## src/rtl/prim_assembler_pkg.sv

```systemverilog
// Shared definitions for the primitive assembler: default geometry,
// FSM state encoding and the counter-width helper used for sizing.
package prim_assembler_pkg;

    // Default geometry: 96-bit attribute words, vertex + color channels,
    // triangles.
    localparam int DEF_DATA_W = 96;
    localparam int DEF_NCH    = 2;
    localparam int DEF_NVERT  = 3;

    // FILL: reading and capturing vertices. HOLD: a full primitive is
    // presented downstream.
    typedef enum logic [0:0] {
        ST_FILL = 1'b0,
        ST_HOLD = 1'b1
    } asm_state_e;

    // Number of bits needed to encode values 0..value-1.
    // Evaluated at elaboration time to size the issue/fill counters.
    function automatic int clog2(input int value);
        int result;
        int rem;
        result = 0;
        rem    = value - 1;
        while (rem > 0) begin
            result = result + 1;
            rem    = rem >> 1;
        end
        return result;
    endfunction

endpackage

```

## src/rtl/prim_slot_array.sv

```systemverilog
// Vertex slot storage for the primitive assembler. Holds NVERT slots,
// each carrying all NCH attribute channels side by side. A slot is
// written at an index on capture, or the whole array slides down by
// one slot when a strip primitive is retired. The last slot is left
// untouched on a shift; it is refilled by the next capture.
module prim_slot_array
    import prim_assembler_pkg::*;
#(
    parameter int DATA_W = DEF_DATA_W,
    parameter int NCH    = DEF_NCH,
    parameter int NVERT  = DEF_NVERT,
    parameter int IDX_W  = clog2(DEF_NVERT + 1)
) (
    input  logic                          clk,
    input  logic                          rst_n,
    input  logic                          load_en,
    input  logic [IDX_W-1:0]              load_idx,
    input  logic                          shift_en,
    input  logic [NCH*DATA_W-1:0]         din,
    output logic [NVERT*NCH*DATA_W-1:0]   dout
);

    localparam int SLOT_W = NCH * DATA_W;

    logic [SLOT_W-1:0] slot_r [NVERT];

    // Slot registers: async clear, shift-down takes priority over load
    // (the controller never requests both in the same cycle).
    always_ff @(posedge clk or negedge rst_n) begin
        if (!rst_n) begin
            for (int v = 0; v < NVERT; v++) begin
                slot_r[v] <= {SLOT_W{1'b0}};
            end
        end else if (shift_en) begin
            for (int v = 0; v < NVERT - 1; v++) begin
                slot_r[v] <= slot_r[v+1];
            end
        end else if (load_en) begin
            for (int v = 0; v < NVERT; v++) begin
                if (load_idx == IDX_W'(v)) begin
                    slot_r[v] <= din;
                end
            end
        end
    end

    // Flatten slots so that slot v, channel c lands at (v*NCH+c)*DATA_W.
    for (genvar gv = 0; gv < NVERT; gv++) begin : g_flat
        assign dout[gv*SLOT_W +: SLOT_W] = slot_r[gv];
    end

endmodule

```

## src/rtl/prim_assembler.sv

```systemverilog
// Primitive assembler: pulls vertex attribute words from NCH lockstep
// FIFOs with one shared read strobe, gathers NVERT vertices into a
// primitive and hands it off with a valid/ready handshake. Supports
// independent-primitive lists and strips (one new vertex per primitive,
// alternating winding parity).
module prim_assembler
    import prim_assembler_pkg::*;
#(
    parameter int DATA_W = DEF_DATA_W,
    parameter int NCH    = DEF_NCH,
    parameter int NVERT  = DEF_NVERT
) (
    input  logic                          clk,
    input  logic                          rst_n,
    input  logic [NCH-1:0]                fifo_empty,
    input  logic [NCH*DATA_W-1:0]         fifo_dout,
    output logic                          fifo_rd_en,
    input  logic                          strip_mode,
    input  logic                          flush,
    output logic                          prim_valid,
    input  logic                          prim_ready,
    output logic [NVERT*NCH*DATA_W-1:0]   prim_data,
    output logic                          prim_odd
);

    localparam int CW = clog2(NVERT + 1);
    localparam logic [CW-1:0] NV_C    = CW'(NVERT);
    localparam logic [CW-1:0] NV_M1_C = CW'(NVERT - 1);
    localparam logic [CW-1:0] ZERO_C  = CW'(0);
    localparam logic [CW-1:0] ONE_C   = CW'(1);

    asm_state_e    state_r;
    logic [CW-1:0] issued_r;
    logic [CW-1:0] filled_r;
    logic          rd_en_r;
    logic          cap_r;
    logic          valid_r;
    logic          odd_r;
    logic          strip_r;
    logic          armed_r;

    logic          rd_next_s;
    logic          capture_s;
    logic          xfer_s;
    logic          mode_sample_s;
    logic          full_s;
    logic          load_en_s;
    logic          shift_en_s;
    logic [CW-1:0] filled_inc_s;

    // Next-cycle decisions: read issue, capture, hand-off and mode sampling.
    // armed_r holds off the first read until one edge after reset release.
    // A capture coinciding with flush is dropped; flush also wins over a
    // simultaneous hand-off.
    always_comb begin
        rd_next_s     = 1'b0;
        capture_s     = 1'b0;
        xfer_s        = 1'b0;
        mode_sample_s = 1'b0;
        full_s        = 1'b0;
        load_en_s     = 1'b0;
        shift_en_s    = 1'b0;
        filled_inc_s  = filled_r + ONE_C;

        rd_next_s     = armed_r & ~flush & (state_r == ST_FILL) & ~valid_r
                      & ~(|fifo_empty) & (issued_r < NV_C);
        capture_s     = cap_r & ~flush & (state_r == ST_FILL);
        xfer_s        = valid_r & prim_ready & ~flush;
        mode_sample_s = (state_r == ST_FILL) & (issued_r == ZERO_C)
                      & (filled_r == ZERO_C);
        full_s        = (filled_inc_s == NV_C);
        load_en_s     = capture_s;
        shift_en_s    = xfer_s & strip_r;
    end

    // Assembler FSM with registered strobe, valid, parity and counters.
    // cap_r marks the cycle where the FIFO word from last cycle's strobe
    // is present on fifo_dout; flush clears it so the word popped during
    // the flush cycle is discarded as well.
    always_ff @(posedge clk or negedge rst_n) begin
        if (!rst_n) begin
            state_r  <= ST_FILL;
            issued_r <= ZERO_C;
            filled_r <= ZERO_C;
            rd_en_r  <= 1'b0;
            cap_r    <= 1'b0;
            valid_r  <= 1'b0;
            odd_r    <= 1'b0;
            strip_r  <= 1'b0;
            armed_r  <= 1'b0;
        end else begin
            armed_r <= 1'b1;
            if (flush) begin
                state_r  <= ST_FILL;
                issued_r <= ZERO_C;
                filled_r <= ZERO_C;
                rd_en_r  <= 1'b0;
                cap_r    <= 1'b0;
                valid_r  <= 1'b0;
                odd_r    <= 1'b0;
            end else begin
                rd_en_r <= rd_next_s;
                cap_r   <= rd_en_r;
                if (rd_next_s) begin
                    issued_r <= issued_r + ONE_C;
                end
                if (mode_sample_s) begin
                    strip_r <= strip_mode;
                end
                case (state_r)
                    ST_FILL: begin
                        if (capture_s) begin
                            filled_r <= filled_inc_s;
                            if (full_s) begin
                                state_r <= ST_HOLD;
                                valid_r <= 1'b1;
                            end
                        end
                    end
                    ST_HOLD: begin
                        if (xfer_s) begin
                            state_r <= ST_FILL;
                            valid_r <= 1'b0;
                            if (strip_r) begin
                                // Keep the last NVERT-1 vertices; one new read completes
                                // the next primitive.
                                issued_r <= NV_M1_C;
                                filled_r <= NV_M1_C;
                                odd_r    <= ~odd_r;
                            end else begin
                                issued_r <= ZERO_C;
                                filled_r <= ZERO_C;
                                odd_r    <= 1'b0;
                            end
                        end
                    end
                    default: begin
                        state_r  <= ST_FILL;
                        issued_r <= ZERO_C;
                        filled_r <= ZERO_C;
                        valid_r  <= 1'b0;
                        odd_r    <= 1'b0;
                    end
                endcase
            end
        end
    end

    prim_slot_array #(
        .DATA_W (DATA_W),
        .NCH    (NCH),
        .NVERT  (NVERT),
        .IDX_W  (CW)
    ) u_slots (
        .clk      (clk),
        .rst_n    (rst_n),
        .load_en  (load_en_s),
        .load_idx (filled_r),
        .shift_en (shift_en_s),
        .din      (fifo_dout),
        .dout     (prim_data)
    );

    assign fifo_rd_en = rd_en_r;
    assign prim_valid = valid_r;
    assign prim_odd   = odd_r;

endmodule

```

## config.mk

```make
export PLATFORM = sky130hd
export DESIGN_NAME = prim_assembler
export DESIGN_NICKNAME = d
export VERILOG_FILES = /design/src/rtl/prim_assembler_pkg.sv /design/src/rtl/prim_slot_array.sv /design/src/rtl/prim_assembler.sv
export SDC_FILE = /design/constraint.sdc
export NUM_CORES = 1
export LEC_CHECK = 0
export ABC_AREA = 0
export BUFFER_PORTS_ARGS = -buffer_cell sky130_fd_sc_hd__buf_2
export CAP_MARGIN = 20
export CORE_AREA = 2 2 303 305
export DETAILED_ROUTE_END_ITERATION = 16
export DIE_AREA = 0 0 305 307
export HOLD_SLACK_MARGIN = 0.12
export PLACE_DENSITY_LB_ADDON = 0.2
export SETUP_SLACK_MARGIN = 0.1
export SYNTH_ARGS = -nofsm -noshare
export SYNTH_HDL_FRONTEND = slang
export SYNTH_SLANG_ARGS = --single-unit
```

## constraint.sdc

```tcl
create_clock -name clk -period 4.2 [get_ports clk]
set_clock_uncertainty 0.15 [all_clocks]
set_input_delay 0.42 -clock clk [delete_from_list [all_inputs] [get_ports clk]]
set_output_delay 0.42 -clock clk [all_outputs]
set_load 0.1 [all_outputs]
```

---- Word level (Yosys, flattened, before mapping) ----
Index checks and enable logic that the tools add are counted.
word-level totals
  register bits after elaboration ......... 587
  output and inout port bits .............. 579
  word-level logic and storage cells ...... 84
  bits of input ports ..................... 199
cells by class
  equality and inequality tests ........... 6
  muxes and demuxes ....................... 30
  reductions and logical operators ........ 15
  bitwise operators ....................... 18
  add/subtract/negate cells ............... 2
  magnitude comparators ................... 1
operators by type and width
  operator                                                                count
  192-bit 2-to-1 mux                                                      3
  576-bit 2-to-1 mux                                                      1
  384-bit 2-to-1 mux                                                      1
  2-bit 2-to-1 mux                                                        8
  1-bit 2-to-1 mux                                                        14
  1-bit AND                                                               12
  2-bit AND reduction                                                     5
  2-bit nonzero test                                                      5
  3-bit != test (second input constant)                                   2
  1-bit NOT                                                               6
  3-bit AND reduction                                                     2
  2-bit by 1-bit adder with 2-bit output (second input constant)          2
  2-bit equality test (second input constant)                             2
  2-bit logical NOT                                                       2
  1-bit case mux with 2 select lines                                      2
  2-bit case mux with 2 select lines                                      1
  3-bit by 2-bit != test with 1-bit output (second input constant)        1
  2-bit by 1-bit equality test with 1-bit output (second input constant)  1
  2-bit < comparator (second input constant)                              1
  2-bit OR reduction                                                      1

---- Longest topological paths before layout ----
  word-level depth ........................ 10
  gate-level depth with buffers ........... 8
  depth with buffers taken out ............ 5

---- By module ----
From an unflattened synthesis, not the netlist that was laid out.
second synthesis, totals
  cells, all modules ...................... 1747
  area total of the unflattened synthesis .. 26445.4 um^2
by module, submodules not included
  module           area an instance (um^2)  times used  cells each  sequential area each (um^2)
  prim_slot_array  25823.5                  1           1692        14413.8
  prim_assembler   621.8                    1           55          275.3

---- Worst setup path after synthesis ----
OpenSTA, ideal clock, no wires.
  kind .................................... register to register
  start ................................... register valid_r, in the netlist prim_valid
  end ..................................... register u_slots.slot_r, in the netlist u_slots.dout[403]
  stages on the path, launching flop included .. 6
  required time ........................... 3.924 ns
  buffers on the path ..................... 2
  arrival time ............................ 2.001 ns
  setup slack ............................. 1.923 ns
  library setup time ...................... 0.126 ns
  clock period less this slack ............ 2.277 ns
  path through ............................ dfrtp_1 nand3_1 nand3_1 buf_2 buf_6 mux2_2
on the way
  word-level cells in the longest chain between the ends .. 5
RTL lines
  element                               line                   source
  start: declaration                    prim_assembler.sv:37   logic valid_r;
  start signal: assignment              prim_assembler.sv:87   valid_r <= 1'b0;
  start signal: assignment              prim_assembler.sv:99   valid_r <= 1'b0;
  start signal: assignment              prim_assembler.sv:116  valid_r <= 1'b1;
  1-bit AND (2 in a row)                prim_assembler.sv:68   xfer_s = valid_r & prim_ready & ~flush;
  1-bit AND                             prim_assembler.sv:73   shift_en_s = xfer_s & strip_r;
  1-bit NOT (no source line)            --
  3-bit AND reduction (no source line)  --
  end signal: indexed assignment        prim_slot_array.sv:32  slot_r[v] <= {SLOT_W{1'b0}};
  end signal: indexed assignment        prim_slot_array.sv:36  slot_r[v] <= slot_r[v+1];
  end signal: indexed assignment        prim_slot_array.sv:41  slot_r[v] <= din;
  end: declaration                      prim_slot_array.sv:25  logic [SLOT_W-1:0] slot_r [NVERT];
Every way passes these cells.
A chain may end at the register's enable or synchronous reset.

---- Worst setup path after layout ----
  start ................................... input port prim_ready
  end ..................................... register u_slots.slot_r, in the netlist u_slots.dout[469]
on the way
  word-level cells in the longest chain between the ends .. 5
RTL lines
  element                               line                  source
  start: declaration                    prim_assembler.sv:21  input logic prim_ready,
  1-bit AND (2 in a row)                prim_assembler.sv:68
  1-bit AND                             prim_assembler.sv:73
  1-bit NOT (no source line)            --
  3-bit AND reduction (no source line)  --
Every way passes these cells.

==> reports/summary.md <==
The flow ran to the end, and the final reports show no timing, DRC or antenna violations. The number of clock buffers inserted by TritonCTS came out at 71. Summed over all instances, the cell type with the most area after synthesis is sky130_fd_sc_hd__dfrtp_1. After detailed routing, the average wire length per cell comes to 19.6 um.

The most common cell in the synthesized netlist was sky130_fd_sc_hd__dfrtp_1. When the netlist entered floorplanning its net count stood at 2335. The min-delay analysis places its worst path in the category in -> reg. Final hold analysis gives a worst-case slack of 0.203 ns. Yosys mapped a number of flops with a built-in enable equal to 0. After synthesis, flip-flops and latches occupy 56.9% of the total area.

The number of setup buffers added after CTS is 0. The fraction of final layout cells with drive strength greater than 1 was 34.6%; the number of top-level pins was 778. For this run the aggregate overflow at the end of global routing stands at 0. The maximum fanout encountered on the critical timing path is 128, and the count of vias placed by the detailed router is 19900. The core footprint is 90700 um2.

After technology mapping, the gate count stands at 2130. For the count of fill cells added during filler insertion, the log shows 8907. Clock-pin slew was measured on the worst setup and hold paths at 0.06 ns. Yosys attributes the largest share of cell area to sky130_fd_sc_hd__dfrtp_1 57%, sky130_fd_sc_hd__mux2i_1 15%, sky130_fd_sc_hd__a21oi_1 7.5%.

The flip-flop and latch area came out at 14700 um2. The analysis attributes to cell leakage a power of 18.2 nW. The tools report the data required time of the worst path as 4.55 ns. The die is 307 um tall. The maximum clock rate is 0.298 GHz. Dividing the final minimum period by the clock period gives 79.8%. The first-pass GRT wire length came out at 126 mm. Setup repair after global routing left no endpoint under its margin. After clock tree synthesis, the repair step resized 0 gates.

The worst setup path is launched from a primary input. Clock tree synthesis found a total of 587 sinks. Setup violations remaining at the end of the flow were counted as 0. The H-tree was split into 3 levels.

In this run, distinct cell masters in the synthesized netlist total 29. Summed over its instances, the top area cell type makes up 56.9% of the synthesized netlist area. In the routed layout, each cell is associated on average with a via count of 4.61.

The critical path arrival was 3.70 ns. The cell sitting at the root of the clock tree is a sky130_fd_sc_hd__clkbuf_16. Summed over all layers, the routed wires come to 84.5 mm. For this run, asynchronously set or reset flops after synthesis account for 100%.

The placed wire-length estimate after detailed placement is 59.0 mm. Once detail routing completed, the nets flagged for antenna violations numbered 0. STA classifies the critical path endpoint as a flop. The areal power density over the cells was 550 nW/um2; the number of hold-slack violations in the final timing report was 0. By startpoint and endpoint, the worst setup path is classified as in -> reg. The run gives 3 as the number of buffers between clock root and the deepest sink. In this run the tool buffered the top-level ports with 777 buffer cells. Routability-driven placement finished with a final weighted congestion of 0.840. Relative to the synthesized area, the layout overhead comes to 34.5%. In the final timing run, aggregate negative setup slack is 0 ns. A synthesized cell averages 12.1 um2. After synthesis the netlist holds a flip-flop and latch count of 587. The final critical delay including setup and external delays came out at 3.35 ns. For this run, design rule violations remaining after detail routing come to 0.

The tool flagged a number of max-cap violations equal to 0. The logs give 5 for the number of search-and-repair iterations in the first detailed-routing pass and 93600 um2 for the die footprint. For the initial antenna violation count, the log shows 1.

Headroom to the max-slew limit came out at 18.8%. TritonCTS built the clock tree. Ranked by instance count, the synthesized netlist is headed by 587 x sky130_fd_sc_hd__dfrtp_1, 387 x sky130_fd_sc_hd__a21oi_1, 386 x sky130_fd_sc_hd__mux2i_1, 386 x sky130_fd_sc_hd__nor2_1, 148 x sky130_fd_sc_hd__mux2_2. Die extent in x: 305 um. For the number of hold buffers added after CTS, the log shows 199. The number of nets in the layout was 3278. For the cell row count, the log shows 111.

Total standard cell area after synthesis: 25800 um2. The initial core utilization was 28.4%; the largest vdd supply drop was 0.335 mV. For the pin with the worst max-slew slack, the measured transition is 1.22 ns.

The violation count after the first detailed-routing iteration came out at 1044. The count of synthesis-stage warnings from yosys came out at 0. The maximum number of pins on one net before global-route repair is 211.

Global routing used 17.3% of the available tracks across all layers. The later pin in the worst-skew pair is clocked with a latency of 0.63 ns. Summing all multi-input logic gate instances after layout gives 9710 um2. The tools report the max-slew violation count as 0.

The primary flip-flop cell chosen by synthesis mapping is sky130_fd_sc_hd__dfrtp_1. The run gives 20600 as the via count of the first global-routing pass.
[path summary, 6_finish.rpt]
path / startpoint / to / slack (ns) / cells after the start
worst max-delay path: prim_ready / u_slots.dout[469]$_DFFE_PN0P_ / 0.85 / 7
worst min-delay path: fifo_empty[1] / issued_r[0]$_DFF_PN0_ / 0.20 / 4
worst max register to register: filled_r[0]$_DFFE_PN0P_ / u_slots.dout[469]$_DFFE_PN0P_ / 0.88 / 6
worst min register to register: prim_odd$_DFFE_PN0P_ / prim_odd$_DFFE_PN0P_ / 0.33 / 1
max in group asynchronous: rst_n / u_slots.dout[272]$_DFFE_PN0P_ / 2.42 / 4
min in group asynchronous: rst_n / u_slots.dout[107]$_DFFE_PN0P_ / 0.32 / 2
[sequential cells by signal, indices dropped and copies added (netlist names)]
| signal | cells |
|---|---|
| prim_valid | 1 |
| filled_r | 2 |
| armed_r | 1 |
| fifo_rd_en | 1 |
| state_r | 1 |
| strip_r | 1 |
| cap_r | 1 |
| issued_r | 2 |
| prim_odd | 1 |
| u_slots.dout | 576 |
[layout by cell type, fill, tap and decap left out, types with 2 or more instances in the layout]
cell type,Yosys,final
sky130_fd_sc_hd__inv_1,4,4
sky130_fd_sc_hd__clkinv_2,0,8
sky130_fd_sc_hd__buf_4,4,30
sky130_fd_sc_hd__inv_6,0,3
sky130_fd_sc_hd__and3_1,2,2
sky130_fd_sc_hd__nor3_1,2,2
sky130_fd_sc_hd__a21oi_1,387,387
sky130_fd_sc_hd__mux2_1,47,47
sky130_fd_sc_hd__nor2_1,386,386
sky130_fd_sc_hd__nor2b_1,2,2
sky130_fd_sc_hd__mux2_2,148,148
sky130_fd_sc_hd__clkbuf_8,0,16
sky130_fd_sc_hd__dfrtp_1,587,587
sky130_fd_sc_hd__ha_1,6,6
sky130_fd_sc_hd__buf_12,40,16
sky130_fd_sc_hd__nand2_1,6,6
sky130_fd_sc_hd__dlygate4sd3_1,0,199
sky130_fd_sc_hd__nand4_1,2,2
sky130_fd_sc_hd__bufinv_16,0,4
sky130_fd_sc_hd__and4bb_4,0,2
sky130_fd_sc_hd__clkbuf_1,81,23
sky130_fd_sc_hd__buf_2,6,776
sky130_fd_sc_hd__mux2i_1,386,386
sky130_fd_sc_hd__clkbuf_16,0,75
[power by group]
group	internal (mW)	switching, mW	leakage (nW)
registers	6.24	0.368	7.91
clock network	3.80	2.43	1.17
logic	0.994	5.26	9.14
[layer usage]
metal  track usage [%]  up-vias  wire length [um]
li1                  -     9296                 -
met1              19.6     9805             32900
met2              30.2      604             42600
met3              4.86      185              5040
met4              8.37        0              3920
met5                 0        -                 0
[critical path: stages]
cell,delay [ns]
sky130_fd_sc_hd__dlygate4sd3_1,0.58
sky130_fd_sc_hd__buf_2,0.17
sky130_fd_sc_hd__nand3_1,0.14
sky130_fd_sc_hd__nand3_4,0.12
sky130_fd_sc_hd__buf_12,0.55
sky130_fd_sc_hd__buf_4,0.91
sky130_fd_sc_hd__mux2_2,0.43
[stage by stage]
step	utilization, %	power, mW	instance area (um2)	instances	setup slack (ns)
2_1_floorplan	-	11.5	25800	2130	1.92
3_3_place_gp	33.5	12.8	30300	3987	0.979
3_5_place_dp	33.5	12.8	30300	3987	0.844
4_1_cts	38.3	19.3	34700	4315	0.887
5_1_grt	38.3	19.8	34700	4316	0.736
6_report	38.3	19.1	34700	4316	0.850
[final cells by class]
cell class | count | area share [%]
Clock inverter | 15 | 0.537
Sequential cell | 587 | 42.3
Inverter | 4 | 0.0433
Multi-Input combinational cell | 1387 | 28.0
Timing Repair Buffer | 1022 | 18.5
Antenna cell | 1 | 0.00721
Tap cell | 1186 | 4.28
Clock buffer | 114 | 6.29
[cell families after synthesis]
| family | count (synthesis) | share of synthesized area, % |
|---|---|---|
| fa+ha+maj | 6 | 0.291 |
| flops | 587 | 56.9 |
| simple gates | 410 | 6.21 |
| compound gates | 389 | 7.57 |
| buf+inv | 156 | 5.49 |
| mux | 581 | 23.5 |
| other cells | 1 | 0.0145 |
Power figures use the tool's default switching activity.
